==> src/rtl/mem_wb_stage.sv <==
// MEM/WB pipeline register with load-wait handshake.
// Optional load timeout abort: define MEMWB_TIMEOUT_EN.
module mem_wb_stage #(
    parameter int DATA_W      = 16,
    parameter int RADDR_W     = 4,
    parameter int TIMEOUT_CYC = 255
) (
    input  logic               clk,
    input  logic               rst,
    input  logic               flush,
    input  logic               in_valid,
    output logic               in_ready,
    input  logic [DATA_W-1:0]  in_alu,
    input  logic [RADDR_W-1:0] in_waddr,
    input  logic               in_wen,
    input  logic               in_memtoreg,
    input  logic [DATA_W-1:0]  in_r15,
    input  logic               in_r15en,
    input  logic [DATA_W-1:0]  mem_rdata,
    input  logic               mem_rvalid,
    output logic               wb_valid,
    output logic               wb_wen,
    output logic [RADDR_W-1:0] wb_waddr,
    output logic [DATA_W-1:0]  wb_data,
    output logic [DATA_W-1:0]  wb_r15,
    output logic               wb_r15en,
    output logic               pend_valid,
    output logic [RADDR_W-1:0] pend_waddr,
    output logic               err_timeout
);

    typedef enum logic {IDLE, WAIT} state_t;

    state_t state_q, state_d;

    logic               valid_q, valid_d;
    logic               wen_q, wen_d;
    logic               r15en_q, r15en_d;
    logic [RADDR_W-1:0] waddr_q, waddr_d;
    logic [DATA_W-1:0]  data_q, data_d;
    logic [DATA_W-1:0]  r15_q, r15_d;

    logic               p_wen_q, p_wen_d;
    logic               p_r15en_q, p_r15en_d;
    logic [RADDR_W-1:0] p_waddr_q, p_waddr_d;
    logic [DATA_W-1:0]  p_r15_q, p_r15_d;

    logic is_wait;
    logic accept;

    if (TIMEOUT_CYC < 1 || TIMEOUT_CYC > 65535) begin : g_bad_timeout
        $error("mem_wb_stage: TIMEOUT_CYC out of range");
    end

`ifdef MEMWB_TIMEOUT_EN
    localparam logic [15:0] TO_LAST = 16'(TIMEOUT_CYC - 1);
    logic [15:0] cnt_q, cnt_d;
    logic        err_q, err_d;
    assign err_timeout = err_q;
`else
    assign err_timeout = 1'b0;
`endif

    assign is_wait  = (state_q == WAIT);
    assign in_ready = (state_q == IDLE);
    assign accept   = in_valid & in_ready & ~flush;

    always_comb begin
        state_d   = state_q;
        valid_d   = 1'b0;
        wen_d     = 1'b0;
        r15en_d   = 1'b0;
        waddr_d   = waddr_q;
        data_d    = data_q;
        r15_d     = r15_q;
        p_wen_d   = p_wen_q;
        p_r15en_d = p_r15en_q;
        p_waddr_d = p_waddr_q;
        p_r15_d   = p_r15_q;
`ifdef MEMWB_TIMEOUT_EN
        cnt_d     = cnt_q;
        err_d     = 1'b0;
`endif
        unique case (1'b1)
            flush: begin
                state_d = IDLE;
            end
            accept & ~in_memtoreg: begin
                valid_d = 1'b1;
                wen_d   = in_wen;
                waddr_d = in_waddr;
                data_d  = in_alu;
                r15_d   = in_r15;
                r15en_d = in_r15en;
            end
            accept & in_memtoreg: begin
                state_d   = WAIT;
                p_wen_d   = in_wen;
                p_waddr_d = in_waddr;
                p_r15_d   = in_r15;
                p_r15en_d = in_r15en;
`ifdef MEMWB_TIMEOUT_EN
                cnt_d     = 16'd0;
`endif
            end
            is_wait & mem_rvalid & ~flush: begin
                state_d = IDLE;
                valid_d = 1'b1;
                wen_d   = p_wen_q;
                waddr_d = p_waddr_q;
                data_d  = mem_rdata;
                r15_d   = p_r15_q;
                r15en_d = p_r15en_q;
            end
            is_wait & ~mem_rvalid & ~flush: begin
`ifdef MEMWB_TIMEOUT_EN
                if (cnt_q == TO_LAST) begin
                    state_d = IDLE;
                    err_d   = 1'b1;
                end else begin
                    cnt_d = cnt_q + 16'd1;
                end
`endif
            end
            ~is_wait & ~accept & ~flush: begin
            end
        endcase
    end

    always_ff @(posedge clk) begin
        if (rst) begin
            state_q   <= IDLE;
            valid_q   <= 1'b0;
            wen_q     <= 1'b0;
            r15en_q   <= 1'b0;
            waddr_q   <= '0;
            data_q    <= '0;
            r15_q     <= '0;
            p_wen_q   <= 1'b0;
            p_r15en_q <= 1'b0;
            p_waddr_q <= '0;
            p_r15_q   <= '0;
`ifdef MEMWB_TIMEOUT_EN
            cnt_q     <= 16'd0;
            err_q     <= 1'b0;
`endif
        end else begin
            state_q   <= state_d;
            valid_q   <= valid_d;
            wen_q     <= wen_d;
            r15en_q   <= r15en_d;
            waddr_q   <= waddr_d;
            data_q    <= data_d;
            r15_q     <= r15_d;
            p_wen_q   <= p_wen_d;
            p_r15en_q <= p_r15en_d;
            p_waddr_q <= p_waddr_d;
            p_r15_q   <= p_r15_d;
`ifdef MEMWB_TIMEOUT_EN
            cnt_q     <= cnt_d;
            err_q     <= err_d;
`endif
        end
    end

    assign wb_valid   = valid_q;
    assign wb_wen     = wen_q;
    assign wb_r15en   = r15en_q;
    assign wb_waddr   = waddr_q;
    assign wb_data    = data_q;
    assign wb_r15     = r15_q;
    assign pend_valid = is_wait;
    assign pend_waddr = p_waddr_q;

endmodule
==> config.mk <==
export PLATFORM = sky130hd
export DESIGN_NAME = mem_wb_stage
export DESIGN_NICKNAME = d
export VERILOG_FILES = /design/src/rtl/mem_wb_stage.sv
export SDC_FILE = /design/constraint.sdc
export NUM_CORES = 1
export LEC_CHECK = 0
export CORE_ASPECT_RATIO = 0.8
export CORE_MARGIN = 2
export CORE_UTILIZATION = 25
export DETAILED_ROUTE_END_ITERATION = 10
export PLACE_DENSITY = 0.5
export SLEW_MARGIN = 20
export SYNTH_ARGS = -nofsm -noshare
export SYNTH_HDL_FRONTEND = slang
export SYNTH_SLANG_ARGS = --single-unit
==> constraint.sdc <==
create_clock -name clk -period 2.5 [get_ports clk]
set_clock_uncertainty 0.15 [all_clocks]
set_input_delay 0.75 -clock clk [delete_from_list [all_inputs] [get_ports clk]]
set_output_delay 0.75 -clock clk [all_outputs]
set_load 0.05 [all_outputs]
; ---- Word level (Yosys, flattened, before mapping)
; Cells that the tools add are included.
[op_classes]
n_div = 0
mul = 0
n_addsub = 0
n_eq_ne = 0
magnitude_cmp = 0
mux = 7
bitwise = 9
shift = 0
n_reduce_logical = 4
[op_table]
columns = op, n
row1 = $pmux 16 s2, 2
row2 = $pmux 4 s2, 1
row3 = $and 1x1->1, 6
row4 = $pmux 1 s2, 3
row5 = $reduce_bool 2->1, 2
row6 = $reduce_or 2->1, 2
row7 = $not 1->1, 3
row8 = $mux 1, 1
[word_totals]
register_bits = 62
ram_bits = 0
latch_bits = 0
mem_count = 0
mem_bits_ro = 0
wordCells = 31

; ---- Depth between registers and ports, before layout
; Gate-level depths: netlist (run 1).
[logic_depth]
word_depth = 6
depth_mapped = 5
depth_no_buf = 3

; ---- Worst setup path after synthesis (run 1)
; OpenSTA, ideal clock, no wires.
[synth_path]
kind = register -> output
startpoint = register state_q (netlist: pend_valid)
endpoint = output in_ready
setup_slack_ps = 509
path_stages_with_launch = 2
t_arrival_ps = 1091
t_required_ps = 1600
cell_sequence = dfxtp_1 inv_1
[synth_via]
elab_chain_cells = 1
[synth_lines]
columns = element, line_no
row1 = "start, declared", 34  ; state_t state_q, state_d;
row2 = "start signal, assigned", 148  ; state_q <= state_d;
row3 = $not 1->1, -
row4 = "end, declared", 12  ; output logic in_ready,
; Every way passes these cells.

; ---- Worst setup path after layout (run 1)
[layout_path]
startpoint = register r15_q[10] (netlist: wb_r15[10])
endpoint = output wb_r15[10]
[layout_lines]
columns = element, line_no
row1 = "start, declared", 41  ; logic [DATA_W-1:0] r15_q, r15_d;
row2 = "start signal, assigned", 154  ; r15_q <= r15_d;
row3 = "end, declared", 25  ; output logic [DATA_W-1:0] wb_r15,
; No word-level cell between the ends.

==> results.py, run 1 <==
metrics = {
    "status": {
        "status": "finished clean",
    },
    "floorplan": {
        "core_area_mm2": 0.0110,
        "io_pins": 106,
        "fp.dieH_um": 99.3,
        "die_w_um": 123,
        "die_area_mm2": 0.0122,
        "start_util_pct": 25.9,
        "rows": 34,
    },
    "clocking": {
        "clock_tree.root_cell": "clkbuf_16",
        "cts-resized-gates": 0,
        "numCtsBuffers": 9,
        "clkTransAtPathRegs_ns": 0.05,
        "hold_buffers": 0,
        "clk-insertion-delay-late_ns": 0.33,
        "postCtsSetupRepairBufs": 0,
        "clkSinkCount": 62,
        "ctsHtreeMaxLevel": 3,
        "cts_tree": "built",
        "clockBufferDepth": 2,
    },
    "routing": {
        "drc": 0,
        "wirelength_mm": 9.08,
        "dr.pass1.iters": 4,
        "vias": 2895,
        "viasPerCell": 4.82,
        "antenna_left": 0,
        "drtIter0Drc": 194,
        "wire_per_inst_um": 15.1,
    },
    "grt": {
        "antenna_found_initial": 0,
        "first_global_vias": 2751,
        "grt_overflow_total": 0,
        "grt_pass1_wl_mm": 14.5,
        "grt_usage_pct": 15.4,
        "grt_start_max_net_pins": 45,
    },
    "place": {
        "gp_congestion": 0.723,
        "port_buffers": 104,
        "dpl-instance-area_mm2": 0.00403,
        "dp_cells": 588,
        "hpwl_mm": 5.92,
    },
    "timing": {
        "period_needed_ns": 2.44,
        "setup_viol": 0,
        "slew_violations": 0,
        "finalHoldViolations": 0,
        "holdWs_ns": 0.301,
        "max_freq_mhz": 409,
        "tightest_slew_ns": 0.530,
        "finalCritPeriodShare_pct": 97.7,
        "max-slew-margin-rel_pct": 64.5,
        "setup_tns_ns": 0,
        "grt_setup_unrepaired": "no",
    },
    "yosys": {
        "synth_area_leaders": "dfxtp_1, o31ai_1, nand2b_1",
        "synth_area_mm2": 0.00284,
        "synth_cells": 359,
        "synth_area_leader_cell": "dfxtp_1",
        "ys_seq_area_share_pct": 43.7,
        "synth_top_area_share_pct": 43.7,
        "ys_types": 22,
        "ys_seq_elements": 62,
        "syn_nets": 419,
        "yosysWarnings": 0,
        "synth_area_per_cell_um2": 7.91,
    },
    "final_layout": {
        "layout.nets": 515,
        "fin_util_pct": 39.1,
        "mostFrequentLayoutCells": "clkdlybuf4s50_1, dfxtp_1, nand2_1",
        "layout_commonest_cell": "clkdlybuf4s50_1",
        "area_growth_syn_to_layout_pct": 51.3,
        "finalInstanceArea_mm2": 0.00430,
        "final_cells": 601,
        "diodes": 0,
        "fillers": 1154,
        "drive_above_1_share_pct": 7.66,
    },
    "power": {
        "seq_power_share_pct": 39.8,
        "p_per_area_mw_per_mm2": 618,
        "clkPwrFrac_pct": 42.1,
        "p_comb_share_pct": 18.1,
        "p_int_uw": 1950,
        "p_switching_uw": 708,
        "sw_frac_of_total_pct": 26.6,
        "vdd_ir_drop_max_uv": 265,
        "leakage_uw": 0.00151,
    },
    "setup_path": {
        "r2r_cells": 4,
        "rrSetupSlack_ns": 0.83,
        "r2r_end": "wb_r15[11]",
        "path_class": "reg -> out",
        "crit_required_ns": 1.60,
        "r2r_start": "pend_valid",
        "critPathMaxFanout": 3,
        "critPathBufInv": 1,
        "end_kind": "output pin",
        "cp_top_family": "buffers and inverters",
        "max_stage_delay_ns": 0.84,
        "cp.arrival_ns": 1.54,
        "cpMaxStageDelayCell": "clkdlybuf4s50_1",
        "critPathLaunchType": "flop",
        "crit_chain": "clkdlybuf4s50_1",
    },
    "worst_hold_path": {
        "worstHoldPathType": "reg -> reg",
        "min_to": "p_r15_q[0]",
        "hold_start": "p_r15_q[0]",
        "hold_path_depth": 2,
    },
    "flow_run": {
        "maxCapViolCount": 0,
    },
}
==> registers in the layout (all words and copies together), names as in the netlist, 4 cells and up <==
register / flops
p_r15_q: 16
pend_waddr: 4
wb_data: 16
wb_r15: 16
wb_waddr: 4
==> how the worst max path moves through the flow <==
stage / cells past startpoint / from / endpoint / slack, ns
after global routing: 1 / wb_r15[14] / wb_r15[14] / 0.01
final: 1 / wb_r15[10] / wb_r15[10] / 0.06
after floorplan: 1 / pend_valid / in_ready / 0.51
after detailed placement: 5 / in_valid / wb_r15[11] / 0.02
after CTS: 1 / wb_r15[14] / wb_r15[14] / 0.05
after global placement: 5 / in_valid / wb_data[0] / 0.07
==> synth_stat cells, drive strengths merged <==
master,number
conb,1
inv,1
and4bb,1
nand2,45
nor3b,1
nor2,37
a21oi,22
and2,1
buf,13
nor3,40
nand4bb,1
nor4,36
or4b,1
nand2b,36
a22oi,2
o31ai,36
o21a,1
clkbuf,22
dfxtp,62
==> cell type report <==
cell class	instances	area, µm²	share of cell area, %
Multi-Input combinational cell	261	1420	33.1
Clock buffer	11	253	5.88
Clock inverter	2	10.0	0.233
Timing Repair Buffer	120	1180	27.6
Inverter	1	3.75	0.0874
Sequential cell	62	1240	28.9
Tap cell	144	180	4.19
==> metrics by stage <==
stage / power, µW / setup slack [ns]
after floorplan: 1350 / 0.509
after global placement: 1560 / 0.0692
after detailed placement: 1560 / 0.0224
after CTS: 2690 / 0.0476
after global routing: 2790 / 0.0112
final: 2660 / 0.0573
==> per-layer routing <==
metal  GRT usage, %  routed length [µm]  vias to the layer above
met5              0                   0                        -
met3           5.10                 614                        9
met2           24.3                4250                       83
met1           20.2                4120                     1339
met4           4.20                 100                        0
li1               -                   -                     1464
==> power by group through the flow <==
stage / Combinational (µW) / Clock (µW) / Sequential, µW
5_1_grt: 520 / 1210 / 1060
6_report: 482 / 1120 / 1060
3_3_place_gp: 482 / 0 / 1080
2_1_floorplan: 178 / 0 / 1170
3_5_place_dp: 485 / 0 / 1080
4_1_cts: 487 / 1150 / 1060
==> kinds of logic after synthesis <==
logic type	count (synthesis)	share of synthesized area (%)
simple gates	199	35.6
flops	62	43.7
other cells	1	0.132
buf+inv	36	6.35
compound gates	61	14.2
No activity file was read; power rests on OpenSTA's default activity.
==> run 2: changes to the inputs <==
--- a/config.mk
+++ b/config.mk
@@ -6,7 +6,7 @@
 export NUM_CORES = 1
 export LEC_CHECK = 0
 export CORE_ASPECT_RATIO = 0.8
-export CORE_MARGIN = 2
+export CORE_MARGIN = 1
 export CORE_UTILIZATION = 25
 export DETAILED_ROUTE_END_ITERATION = 10
 export PLACE_DENSITY = 0.5
==> run 2 against run 1 <==
Against the previous run:
- via count is essentially flat
- global-route usage grew 0.35 points
- non-clock buffer count shrank 1
- flip-flop and latch count is the same
- wire length shrank 0.25%
- critical path depth is the same
- largest cell class unchanged
- largest power group unchanged
- highest routed layer unchanged
==> results.py, run 2 (synthesized netlist as in run 1, its figures left out) <==
metrics = {
    "final_layout": {
        "fillers": 1144,
        "layout.nets": 514,
        "finalInstanceArea_mm2": 0.00440,
        "drive_above_1_share_pct": 8.50,
        "area_growth_syn_to_layout_pct": 54.8,
        "multi_input_area_mm2": 0.00143,
        "seq_area_mm2": 0.00124,
        "mostFrequentLayoutCells": "clkdlybuf4s50_1, dfxtp_1, nand2_1",
        "diodes": 0,
        "layout_commonest_cell": "clkdlybuf4s50_1",
    },
    "floorplan": {
        "rows": 34,
        "io_pins": 106,
        "die_w_um": 121,
        "start_util_pct": 25.9,
        "die_area_mm2": 0.0118,
        "core_area_mm2": 0.0110,
        "fp.dieH_um": 97.3,
    },
    "clocking": {
        "clk-insertion-delay-late_ns": 0.32,
        "ctsHtreeMaxLevel": 3,
        "postCtsSetupRepairBufs": 0,
        "cts-resized-gates": 0,
        "hold_buffers": 0,
        "cts_tree": "built",
        "clkSinkCount": 62,
        "clkTransAtPathRegs_ns": 0.05,
        "clockBufferDepth": 2,
        "clock_tree.root_cell": "clkbuf_16",
        "numCtsBuffers": 9,
    },
    "grt": {
        "grt_overflow_total": 0,
        "first_global_vias": 2874,
        "grt_start_max_net_pins": 63,
        "grt_usage_pct": 15.8,
        "grt_pass1_wl_mm": 14.8,
        "antenna_found_initial": 0,
    },
    "setup_path": {
        "end_kind": "output pin",
        "max_stage_delay_ns": 0.83,
        "cpMaxStageDelayCell": "clkdlybuf4s50_1",
        "path_class": "reg -> out",
        "critPathBufInv": 1,
        "critPathLaunchType": "flop",
        "cp_top_family": "buffers and inverters",
        "crit_chain": "clkdlybuf4s50_1",
        "critPathMaxFanout": 3,
        "crit_required_ns": 1.60,
        "cp.arrival_ns": 1.52,
    },
    "timing": {
        "tightest_slew_ns": 0.537,
        "slew_violations": 0,
        "setup_tns_ns": 0,
        "holdWs_ns": 0.302,
        "setup_viol": 0,
        "grt_setup_unrepaired": "no",
        "max-slew-margin-rel_pct": 64.1,
        "finalHoldViolations": 0,
        "period_needed_ns": 2.42,
        "max_freq_mhz": 413,
        "finalCritPeriodShare_pct": 96.8,
        "finalWorstSetupSlack_ns": 0.0788,
    },
    "place": {
        "dpl-instance-area_mm2": 0.00406,
        "dp_slack_ns": 0.0562,
        "gp_congestion": 0.713,
        "hpwl_mm": 5.82,
        "port_buffers": 104,
    },
    "routing": {
        "vias": 2896,
        "drc": 0,
        "wire_per_inst_um": 15.0,
        "viasPerCell": 4.80,
        "dr.pass1.iters": 4,
        "drtIter0Drc": 119,
        "wirelength_mm": 9.06,
        "antenna_left": 0,
    },
    "worst_hold_path": {
        "worstHoldPathType": "reg -> reg",
    },
    "flow_run": {
        "maxCapViolCount": 0,
    },
    "status": {
        "status": "finished clean",
    },
    "power": {
        "vdd_ir_drop_max_uv": 255,
        "leakage_uw": 0.00154,
        "p_per_area_mw_per_mm2": 663,
    },
}
## run 2: through the flow
stage,instances,utilization (%),power (µW)
2_1_floorplan,359,-,1350
6_report,603,40.0,2920
3_5_place_dp,587,37.0,1570
4_1_cts,603,40.0,2960
3_3_place_gp,587,37.0,1560
5_1_grt,603,40.0,3030
## run 2: worst paths after layout
kind                      to  cells past startpoint        from  slack [ns]
hold reg to reg   p_r15_q[5]                      2  p_r15_q[5]        0.30
setup / recovery  wb_r15[11]                      1  wb_r15[11]        0.08
setup reg to reg   wb_r15[4]                      4  pend_valid        0.82
hold / removal    p_r15_q[5]                      2  p_r15_q[5]        0.30
## run 2: cell type report
cell class                 instances  area share (%)
tap                              144            4.10
clock buffer                      11            5.75
timing repair buffer             119            27.6
clock inverter                     5            1.85
inverter                           1          0.0854
sequential                        62            28.2
multi-input combinational        261            32.4
## run 2: layer usage
layer / track usage, % / vias to the layer above / share of wire (%)
met2: 24.5 / 82 / 44
met4: 4.94 / 0 / 0.75
met5: 0 / - / 0
met1: 21.1 / 1347 / 49
li1: - / 1458 / -
met3: 4.34 / 9 / 5.6
## run 2: power by group
| part | switching, µW | leakage, µW | internal [µW] |
|---|---|---|---|
| Sequential | 26.7 | 0.000505 | 1030 |
| Combinational | 268 | 0.000876 | 220 |
| Clock | 446 | 0.000162 | 926 |
| Total | 741 | 0.00154 | 2180 |
